### config.mk
export PLATFORM = sky130hd
export DESIGN_NAME = rgb_led_sequencer
export DESIGN_NICKNAME = d
export VERILOG_FILES = /design/src/rtl/rgb_led_pkg.sv /design/src/rtl/button_debounce.sv /design/src/rtl/rgb_led_sequencer.sv
export SDC_FILE = /design/constraint.sdc
export NUM_CORES = 1
export LEC_CHECK = 0
export ABC_AREA = 1
export BUFFER_PORTS_ARGS = -buffer_cell sky130_fd_sc_hd__clkbuf_2
export CORE_UTILIZATION = 25
export DETAILED_ROUTE_END_ITERATION = 7
export PLACE_DENSITY = 0.43
export SYNTH_ARGS = -nofsm -noshare
export SYNTH_HDL_FRONTEND = slang
export SYNTH_SLANG_ARGS = --single-unit
export TNS_END_PERCENT = 5
### constraint.sdc
create_clock -name clk -period 3.1 [get_ports clk]
set_clock_uncertainty 0.05 [all_clocks]
set_input_delay 0.62 -clock clk [delete_from_list [all_inputs] [get_ports clk]]
set_output_delay 0.62 -clock clk [all_outputs]
set_load 0.005 [all_outputs]
### src/rtl/rgb_led_pkg.sv
// Shared constants for the on-board RGB LED: active-low colour codes,
// display mode encoding and the rainbow palette lookup.
package rgb_led_pkg;

    localparam int unsigned LED_W   = 3;
    localparam int unsigned MODE_W  = 2;
    localparam int unsigned INDEX_W = 3;

    // Active-low codes, bit order {red, blue, green}
    localparam logic [LED_W-1:0] LED_RED     = 3'b011;
    localparam logic [LED_W-1:0] LED_YELLOW  = 3'b010;
    localparam logic [LED_W-1:0] LED_GREEN   = 3'b110;
    localparam logic [LED_W-1:0] LED_CYAN    = 3'b100;
    localparam logic [LED_W-1:0] LED_BLUE    = 3'b101;
    localparam logic [LED_W-1:0] LED_MAGENTA = 3'b001;
    localparam logic [LED_W-1:0] LED_WHITE   = 3'b000;
    localparam logic [LED_W-1:0] LED_OFF     = 3'b111;

    localparam logic [MODE_W-1:0] MODE_RAINBOW = 2'd0;
    localparam logic [MODE_W-1:0] MODE_BLINK   = 2'd1;
    localparam logic [MODE_W-1:0] MODE_SOLID   = 2'd2;
    localparam logic [MODE_W-1:0] MODE_OFF     = 2'd3;

    localparam logic [INDEX_W-1:0] INDEX_LAST = 3'd5;

    function automatic logic [LED_W-1:0] palette(input logic [INDEX_W-1:0] index);
        logic [LED_W-1:0] code;
        case (index)
            3'd0:    code = LED_RED;
            3'd1:    code = LED_YELLOW;
            3'd2:    code = LED_GREEN;
            3'd3:    code = LED_CYAN;
            3'd4:    code = LED_BLUE;
            3'd5:    code = LED_MAGENTA;
            default: code = LED_OFF;
        endcase
        return code;
    endfunction

endpackage

### src/rtl/button_debounce.sv
// Active-low push-button conditioner: two-flop synchronizer, stability counter
// and a single-cycle press pulse on the debounced falling edge.
module button_debounce #(
    parameter int unsigned DEBOUNCE_CYCLES = 240_000
) (
    input  logic clk,
    input  logic rst,
    input  logic button_b,
    output logic press_c
);

    localparam int unsigned CNT_W = $clog2(DEBOUNCE_CYCLES + 1);
    localparam logic [CNT_W-1:0] CNT_LAST = CNT_W'(DEBOUNCE_CYCLES - 1);

    logic             sync_1;
    logic             sync_2;
    logic             level;
    logic [CNT_W-1:0] cnt;
    logic             differ_c;
    logic             settle_c;

    // The level flips on the last of DEBOUNCE_CYCLES consecutive disagreeing samples
    assign differ_c = (sync_2 != level);
    assign settle_c = differ_c && (cnt == CNT_LAST);
    assign press_c  = settle_c && level;

    always_ff @(posedge clk) begin
        if (rst) begin
            sync_1 <= 1'b1;
            sync_2 <= 1'b1;
            level  <= 1'b1;
            cnt    <= '0;
        end else begin
            sync_1 <= button_b;
            sync_2 <= sync_1;
            if (!differ_c) begin
                cnt <= '0;
            end else if (settle_c) begin
                cnt   <= '0;
                level <= sync_2;
            end else begin
                cnt <= cnt + CNT_W'(1);
            end
        end
    end

endmodule

### src/rtl/rgb_led_sequencer.sv
// Tang Nano RGB LED driver: button-stepped mode FSM (rainbow, blink, solid, off)
// with a shared step timer pacing colour changes and blinking.
module rgb_led_sequencer
    import rgb_led_pkg::*;
#(
    parameter int unsigned STEP_CYCLES     = 12_000_000,
    parameter int unsigned DEBOUNCE_CYCLES = 240_000
) (
    input  logic              clk,
    input  logic              rst,
    input  logic              button_b,
    output logic [LED_W-1:0]  led,
    output logic [MODE_W-1:0] mode,
    output logic              step_strobe
);

    localparam int unsigned STEP_W = $clog2(STEP_CYCLES);
    localparam logic [STEP_W-1:0] STEP_LAST = STEP_W'(STEP_CYCLES - 1);

    logic                press_c;
    logic                strobe_c;
    logic [STEP_W-1:0]   step_cnt;
    logic [STEP_W-1:0]   step_cnt_next;
    logic [MODE_W-1:0]   mode_next;
    logic [INDEX_W-1:0]  index;
    logic [INDEX_W-1:0]  index_next;
    logic                phase;
    logic                phase_next;
    logic [LED_W-1:0]    led_next;

    button_debounce #(
        .DEBOUNCE_CYCLES(DEBOUNCE_CYCLES)
    ) u_button (
        .clk     (clk),
        .rst     (rst),
        .button_b(button_b),
        .press_c (press_c)
    );

    assign strobe_c = (step_cnt == STEP_LAST);

    // Next-state: a press outranks a coincident strobe and restarts the step
    always_comb begin
        mode_next     = mode;
        index_next    = index;
        phase_next    = phase;
        step_cnt_next = step_cnt + STEP_W'(1);
        if (press_c) begin
            step_cnt_next = '0;
            phase_next    = 1'b1;
            case (mode)
                MODE_RAINBOW: mode_next = MODE_BLINK;
                MODE_BLINK:   mode_next = MODE_SOLID;
                MODE_SOLID:   mode_next = MODE_OFF;
                default:      mode_next = MODE_RAINBOW;
            endcase
        end else if (strobe_c) begin
            step_cnt_next = '0;
            case (mode)
                MODE_RAINBOW: index_next = (index == INDEX_LAST) ? '0 : index + INDEX_W'(1);
                MODE_BLINK:   phase_next = !phase;
                default:      ;
            endcase
        end
    end

    // Output colour from the current registered state
    always_comb begin
        led_next = LED_OFF;
        case (mode)
            MODE_RAINBOW: led_next = palette(index);
            MODE_BLINK:   led_next = phase ? palette(index) : LED_OFF;
            MODE_SOLID:   led_next = palette(index);
            default:      led_next = LED_OFF;
        endcase
    end

    always_ff @(posedge clk) begin
        if (rst) begin
            mode        <= MODE_RAINBOW;
            index       <= '0;
            phase       <= 1'b1;
            step_cnt    <= '0;
            step_strobe <= 1'b0;
            led         <= LED_OFF;
        end else begin
            mode        <= mode_next;
            index       <= index_next;
            phase       <= phase_next;
            step_cnt    <= step_cnt_next;
            step_strobe <= strobe_c;
            led         <= led_next;
        end
    end

endmodule

==> results.json, run 1 <==
{
  "outcome": "finished clean",
  "grt_pass1_wl_mm": 9.60,
  "yosys.cell_types.count": 28,
  "drt-total-wl_mm": 5.34,
  "mostFrequentLayoutCells": "78 x nor2_1, 77 x nand2_1, 55 x dfxtp_1",
  "synth_area_per_cell_um2": 7.19,
  "dpl.cell_count": 515,
  "fin_crit_sh": 0.569,
  "post-dp-hpwl_mm": 4.02,
  "cts_resized": 0,
  "reg2reg_depth": 10,
  "whs_endpoint": "u_button.sync_2$_SDFF_PP1_",
  "crit_path_top_delay_cell": "dfxtp_1",
  "async_flop_share": 0,
  "clockBufferDepth": 2,
  "pin_count": 9,
  "cp_max_fo": 24,
  "maxCapViolCount": 0,
  "cpPeakStageDelay_ns": 0.37,
  "clk_pin_slew_worst_paths_ns": 0.10,
  "yosysSeqAreaShare": 0.409,
  "synth_area_um2": 2690,
  "setup_viol": 0,
  "die-area_um2": 11200,
  "cp-end-kind": "flop",
  "postCtsSetupRepairBufs": 0,
  "period_needed_ns": 1.76,
  "via_per_inst": 4.19,
  "ant_nets": 0,
  "regArea_um2": 1100,
  "crit_chain": "ha_1 > nand2_1 > inv_2 > nand2_2 > nor2_4 > inv_2 > nor2_4 > nand3_4 > nand3_4 > nor2_1",
  "syn-num-nets": 383,
  "worstHoldStart": "u_button.sync_1$_SDFF_PP1_",
  "critical_path_required_ns": 3.26,
  "fin_nets": 395,
  "rsz0062_at_grt": "false",
  "grt_pass1_vias": 2140,
  "slew_violations": 0,
  "ys_ff_latch": 55,
  "gp_congestion": 0.728,
  "layout_commonest_cell": "nor2_1",
  "netlist_instances": 374,
  "cts_hold_buf": 0,
  "worst_pin_slew_ns": 0.310,
  "crit_arrival_ns": 1.92,
  "slew_headroom": 0.792,
  "timing.rr.end": "step_cnt[20]$_SDFF_PP0_",
  "synth_edf_count": 0,
  "drt_first_iter_violations": 81,
  "drive_above_1_share": 0.106,
  "power_density_nw_per_um2": 388,
  "fmax_mhz": 567,
  "final-instance-count-excl-fill": 523,
  "chipHeight_um": 106,
  "layout_setup_ws_ns": 1.34,
  "synthFlopType": "dfxtp_1",
  "multi_input_area_um2": 1390,
  "clk_latency_ns": 0.32,
  "start_util": 0.259,
  "preCtsSetupSlack_ns": 1.32,
  "worst_ir_drop_vdd_mv": 0.226,
  "leakage_nw": 1.14,
  "portBuffers": 8,
  "holdWs_ns": 0.378,
  "antenna_found_initial": 0,
  "grt_max_degree": 25,
  "grt.total_usage": 0.107,
  "worstSetupPathType": "reg2reg",
  "hold_depth": 1,
  "n_fill_cell": 1165,
  "num_rows": 37,
  "die_w_um": 106,
  "cts_tree": "done",
  "ff2ff_setup_slack_ns": 1.34,
  "drc_errors": 0,
  "finalSetupTns_ns": 0,
  "ys_warn_count": 0,
  "timing.final.hold_violations": 0,
  "gr-total-overflow": 0,
  "regToRegStartpoint": "u_button.cnt[0]$_SDFF_PP0_",
  "startpoint_type": "flop",
  "wl_per_cell_um": 10.2,
  "core-area_um2": 10400,
  "cts_sinks": 55,
  "cts_root_buffer": "clkbuf_8",
  "area_delta_synth_final_pct": 10.0,
  "numCtsBuffers": 5,
  "vias": 2192,
  "cts_htree_levels": 2,
  "hold_class": "reg2reg",
  "antenna_cells": 0,
  "first_pass_iters": 4
}
## registers in the layout, summed over array words and instances, names as in the netlist
name	flops
index	3
step_strobe	1
mode	2
led	3
step_cnt	24
u_button.cnt	18
u_button.sync_1	1
u_button.level	1
u_button.sync_2	1
phase	1
## where the power goes
group	leakage (nW)	switching, mW	internal, mW
Combinational	0.644	0.0148	0.00706
Clock	0.0483	0.252	0.160
Sequential	0.445	0.00386	0.712
Total	1.14	0.271	0.879
## metal layers
layer	routed length (um)	track usage	share of wire
met3	93	0.0210	0.017
met4	82	0.0417	0.015
met5	0	0	0
met1	2700	0.131	0.50
met2	2470	0.182	0.46
## cell families (layout without fill, tap and decap cells)
family | after synthesis | after routing | synth area share
AND/OR/NAND/NOR | 220 | 220 | 0.375
XOR/XNOR | 21 | 21 | 0.0684
adder cells (fa/ha/maj) | 6 | 6 | 0.0279
flip-flops | 55 | 55 | 0.409
buffers and inverters | 50 | 63 | 0.0758
AO/OA/AOI/OAI | 22 | 22 | 0.0437
## final cells by class
| class | count | area share |
|---|---|---|
| Timing Repair Buffer | 8 | 0.0135 |
| Clock buffer | 5 | 0.0232 |
| Sequential cell | 55 | 0.372 |
| Inverter | 47 | 0.0596 |
| Tap cell | 136 | 0.0575 |
| Clock inverter | 3 | 0.00634 |
| Multi-Input combinational cell | 269 | 0.468 |
## per-stage QoR
step	total power [mW]	util	area [um2]
final	1.15	0.285	2960
after global routing	1.21	0.285	2960
after CTS	1.18	0.285	2960
after detailed placement	0.755	0.277	2870
after global placement	0.755	0.277	2870
after floorplan	0.750	-	2690
## synth_stat cells (2+ instances only)
master    count  area share
nor2_1       78        0.11
nand2_1      77        0.11
dfxtp_1      55        0.41
inv_1        40       0.056
nand3_1      19       0.035
xor2_1       13       0.042
a21oi_1      12       0.022
nand4_1      11       0.026
nor3_1        8       0.015
xnor2_1       8       0.026
inv_2         7      0.0098
o21ai_0       7       0.013
ha_1          6       0.028
or2_2         5       0.012
nor3b_1       4       0.011
nand2_2       3      0.0070
nand3b_1      3      0.0084
nor2_2        3      0.0070
nor2_4        3       0.013
buf_6         2      0.0084
nand3_2       2      0.0074
nand3_4       2       0.013
## critical path: cells and delay by family, from the launching register on
| kind | cells | cell delay, ns |
|---|---|---|
| AND/OR/NAND/NOR | 7 | 0.93 |
| adder cells (fa/ha/maj) | 1 | 0.17 |
| flip-flops | 1 | 0.37 |
| buffers and inverters | 2 | 0.14 |
## worst max-delay path by stage
stage                               startpoint                 endpoint  slack [ns]  depth (start not counted)
finish              u_button.cnt[0]$_SDFF_PP0_  step_cnt[20]$_SDFF_PP0_        1.34                         10
global route        u_button.cnt[0]$_SDFF_PP0_  step_cnt[17]$_SDFF_PP0_        1.12                         10
CTS                 u_button.cnt[0]$_SDFF_PP0_  step_cnt[12]$_SDFF_PP0_        1.30                         10
detailed placement  u_button.cnt[0]$_SDFF_PP0_  step_cnt[18]$_SDFF_PP0_        1.32                         10
global placement    u_button.cnt[0]$_SDFF_PP0_  step_cnt[20]$_SDFF_PP0_        1.35                         10
floorplan           u_button.cnt[0]$_SDFF_PP0_  step_cnt[14]$_SDFF_PP0_        1.53                         11
Note: power is estimated with default switching activity, not from simulation.
==> inputs of run 2 (changes only) <==
- ABC_AREA: 1 -> 0
- clock period: 3.1 -> 1.65 ns (I/O delays scaled with it)
==> run 2 against run 1 <==
  * Clock power increased by 87%
  * The run now ends with negative setup slack left
  * Critical path type unchanged
  * Sequential share of layout area is 5.7 points lower
  * Design area is 19% higher
  * Power up 90%
  * Maximum frequency is 18% lower
  * Sequential cell count unchanged
  * Wire length is 13% higher
  * Final cell count shrank 4.4%
  * Global-route usage increased by 1.0 points
  * First-iteration DRC count fell by 22%
  * Non-clock buffer count is 76 higher
==> results.json, run 2 <==
{
  "drc_errors": 0,
  "regToRegStartpoint": "step_cnt[22]$_SDFF_PP0_",
  "grt.total_usage": 0.117,
  "hold_class": "in2reg",
  "final-instance-count-excl-fill": 500,
  "fmax_mhz": 466,
  "start_util": 0.262,
  "synth_edf_count": 0,
  "grt_pass1_vias": 2179,
  "layout_commonest_cell": "buf_4",
  "yosys.cell_types.count": 43,
  "die-area_um2": 10800,
  "dpl_cell_area_um2": 3340,
  "core-area_um2": 9950,
  "worstSetupPathType": "reg2reg",
  "via_per_inst": 4.60,
  "crit_path_top_delay_cell": "or4_4",
  "largest_reg_flops": 24,
  "yosysSeqAreaShare": 0.422,
  "antenna_cells": 0,
  "crit_arrival_ns": 2.30,
  "finalSetupTns_ns": -12.34,
  "cts_root_buffer": "clkbuf_8",
  "drt-total-wl_mm": 6.05,
  "power_density_nw_per_um2": 623,
  "syn-num-nets": 297,
  "cts_sinks": 55,
  "layout_setup_ws_ns": -0.496,
  "regMostFlops": "step_cnt",
  "async_flop_share": 0,
  "portBuffers": 8,
  "worst_pin_slew_ns": 0.336,
  "setup.worst_path.start": "step_cnt[22]$_SDFF_PP0_",
  "startpoint_type": "flop",
  "final_area_um2": 3510,
  "netlist_instances": 288,
  "synth_area_per_cell_um2": 9.05,
  "period_needed_ns": 2.15,
  "ys_warn_count": 0,
  "rsz0062_at_grt": "true",
  "numCtsBuffers": 5,
  "area_delta_synth_final_pct": 34.6,
  "first_pass_iters": 6,
  "slew_violations": 0,
  "fin_util": 0.352,
  "dpl.cell_count": 492,
  "cp-end-kind": "flop",
  "cts_htree_levels": 2,
  "critical_path_required_ns": 1.81,
  "fin_nets": 376,
  "ys_top_cells_by_count": "55 x dfxtp_1, 23 x nor2_1, 19 x nor3_1, 17 x nand3_1, 17 x nand4_1",
  "top_regs": "step_cnt (24), u_button.cnt (18)",
  "slew_headroom": 0.774,
  "pin_count": 9,
  "mostFrequentLayoutCells": "69 x buf_4, 52 x dfxtp_1, 23 x nor2_1",
  "antenna_found_initial": 0,
  "die_w_um": 104,
  "yosys-top-cells-area": "dfxtp_1 42%, xor2_1 5.4%, nand4_1 4.1%, nor3_1 3.6%, nor2_1 3.3%",
  "timing.final.hold_violations": 0,
  "synth_top_area_cell": "dfxtp_1",
  "grt_pass1_wl_mm": 10.3,
  "num_rows": 36,
  "drt_first_iter_violations": 63,
  "cpPeakStageDelay_ns": 0.58,
  "crit_chain": "or4b_1 > or4_4 > a2111oi_4 > mux2_4",
  "clk_pin_slew_worst_paths_ns": 0.10,
  "chipHeight_um": 104,
  "gr-total-overflow": 0,
  "maxCapViolCount": 0,
  "fin_crit_sh": 1.30,
  "ant_nets": 0,
  "leakage_nw": 1.27,
  "worst_ir_drop_vdd_mv": 0.276,
  "setup_viol": 48,
  "critical_path.top_delay_family": "simple AND/OR/NAND/NOR gates",
  "grt_max_degree": 17,
  "vias": 2301,
  "outcome": "finished with violations",
  "post-dp-hpwl_mm": 4.52,
  "drive_above_1_share": 0.322,
  "synthFlopType": "dfxtp_1",
  "cp_max_fo": 5,
  "ys_ff_latch": 55,
  "clk_latency_ns": 0.31,
  "violations": "negative setup slack",
  "synth_area_um2": 2610,
  "cts_tree": "done",
  "path_buf_inv": 0,
  "synth.top_cell.area_share": 0.422,
  "worstHoldStart": "button_b",
  "wl_per_cell_um": 12.1,
  "yosysMostFrequentCell": "dfxtp_1",
  "gp_congestion": 0.737,
  "clockBufferDepth": 2
}
## run 2: changes by cell type after synthesis, moves of 7 or more
cell	before	now
inv_1	40	10
nand2_1	77	16
nor3_1	8	19
inv_2	7	0
or3_1	0	9
a211oi_1	1	11
or4_1	0	8
nor2_1	78	23
## run 2: cells by family after synthesis
| logic type | synth area share |
|---|---|
| buffers and inverters | 0.0461 |
| and+or+nand+nor | 0.284 |
| AOI/OAI and AO/OA | 0.121 |
| adders and majority gates | 0.0288 |
| DFF | 0.422 |
| xor gates and xnor gates | 0.0840 |
| muxes | 0.0139 |
## run 2: stage by stage
stage / total power [mW] / setup slack [ns] / hold WS (ns)
floorplan: 1.41 / -0.539 / 0.339
global placement: 1.44 / -0.584 / 0.343
detailed placement: 1.44 / -0.592 / 0.345
CTS: 2.22 / -0.502 / 0.174
global route: 2.28 / -0.558 / 0.168
finish: 2.19 / -0.496 / 0.180
## run 2: path summary, 6_finish.rpt
| kind | to | slack (ns) | cells past startpoint |
|---|---|---|---|
| max | index[1]$_SDFFE_PP0P_ | -0.50 | 4 |
| min | u_button.sync_1$_SDFF_PP1_ | 0.18 | 2 |
| max reg2reg | index[1]$_SDFFE_PP0P_ | -0.50 | 4 |
| min reg2reg | u_button.sync_2$_SDFF_PP1_ | 0.37 | 1 |
## run 2: what timing repair did
item                       4_1_cts  5_1_grt
gates cloned                     0        0
setup endpoints to repair       48       48
hold buffers                     0        0
pin swaps                        5       11
gates resized for setup          7       12
setup buffers                    0        1
## run 2: layer usage
metal | vias to the layer above | track usage | routed length (um)
met2 | 25 | 0.185 | 2700
met3 | 6 | 0.0226 | 147
met5 | - | 0 | 0
met4 | 0 | 0.0408 | 81
met1 | 1061 | 0.158 | 3130
li1 | 1209 | - | -
## run 2: where the power goes
part           switching, mW  total, mW  internal, mW
combinational         0.0375     0.0712        0.0338
clock                  0.441      0.772         0.331
sequential           0.00552       1.34          1.34
total                  0.484       2.19          1.70
## run 2: cell type report
type / instances / area, um2
timing repair buffer: 84 / 663
inverter: 10 / 37.5
fill: 1052 / 6450
multi-input combinational: 211 / 1450
sequential: 55 / 1100
clock buffer: 6 / 82.6
tap: 133 / 166
clock inverter: 1 / 5.00
## run 2: worst register-to-register path, stage by stage, from the launching register on
cell and delay (ns):
dfxtp_1 0.32, or4b_1 0.51, or4_4 0.58, a2111oi_4 0.27, mux2_4 0.33
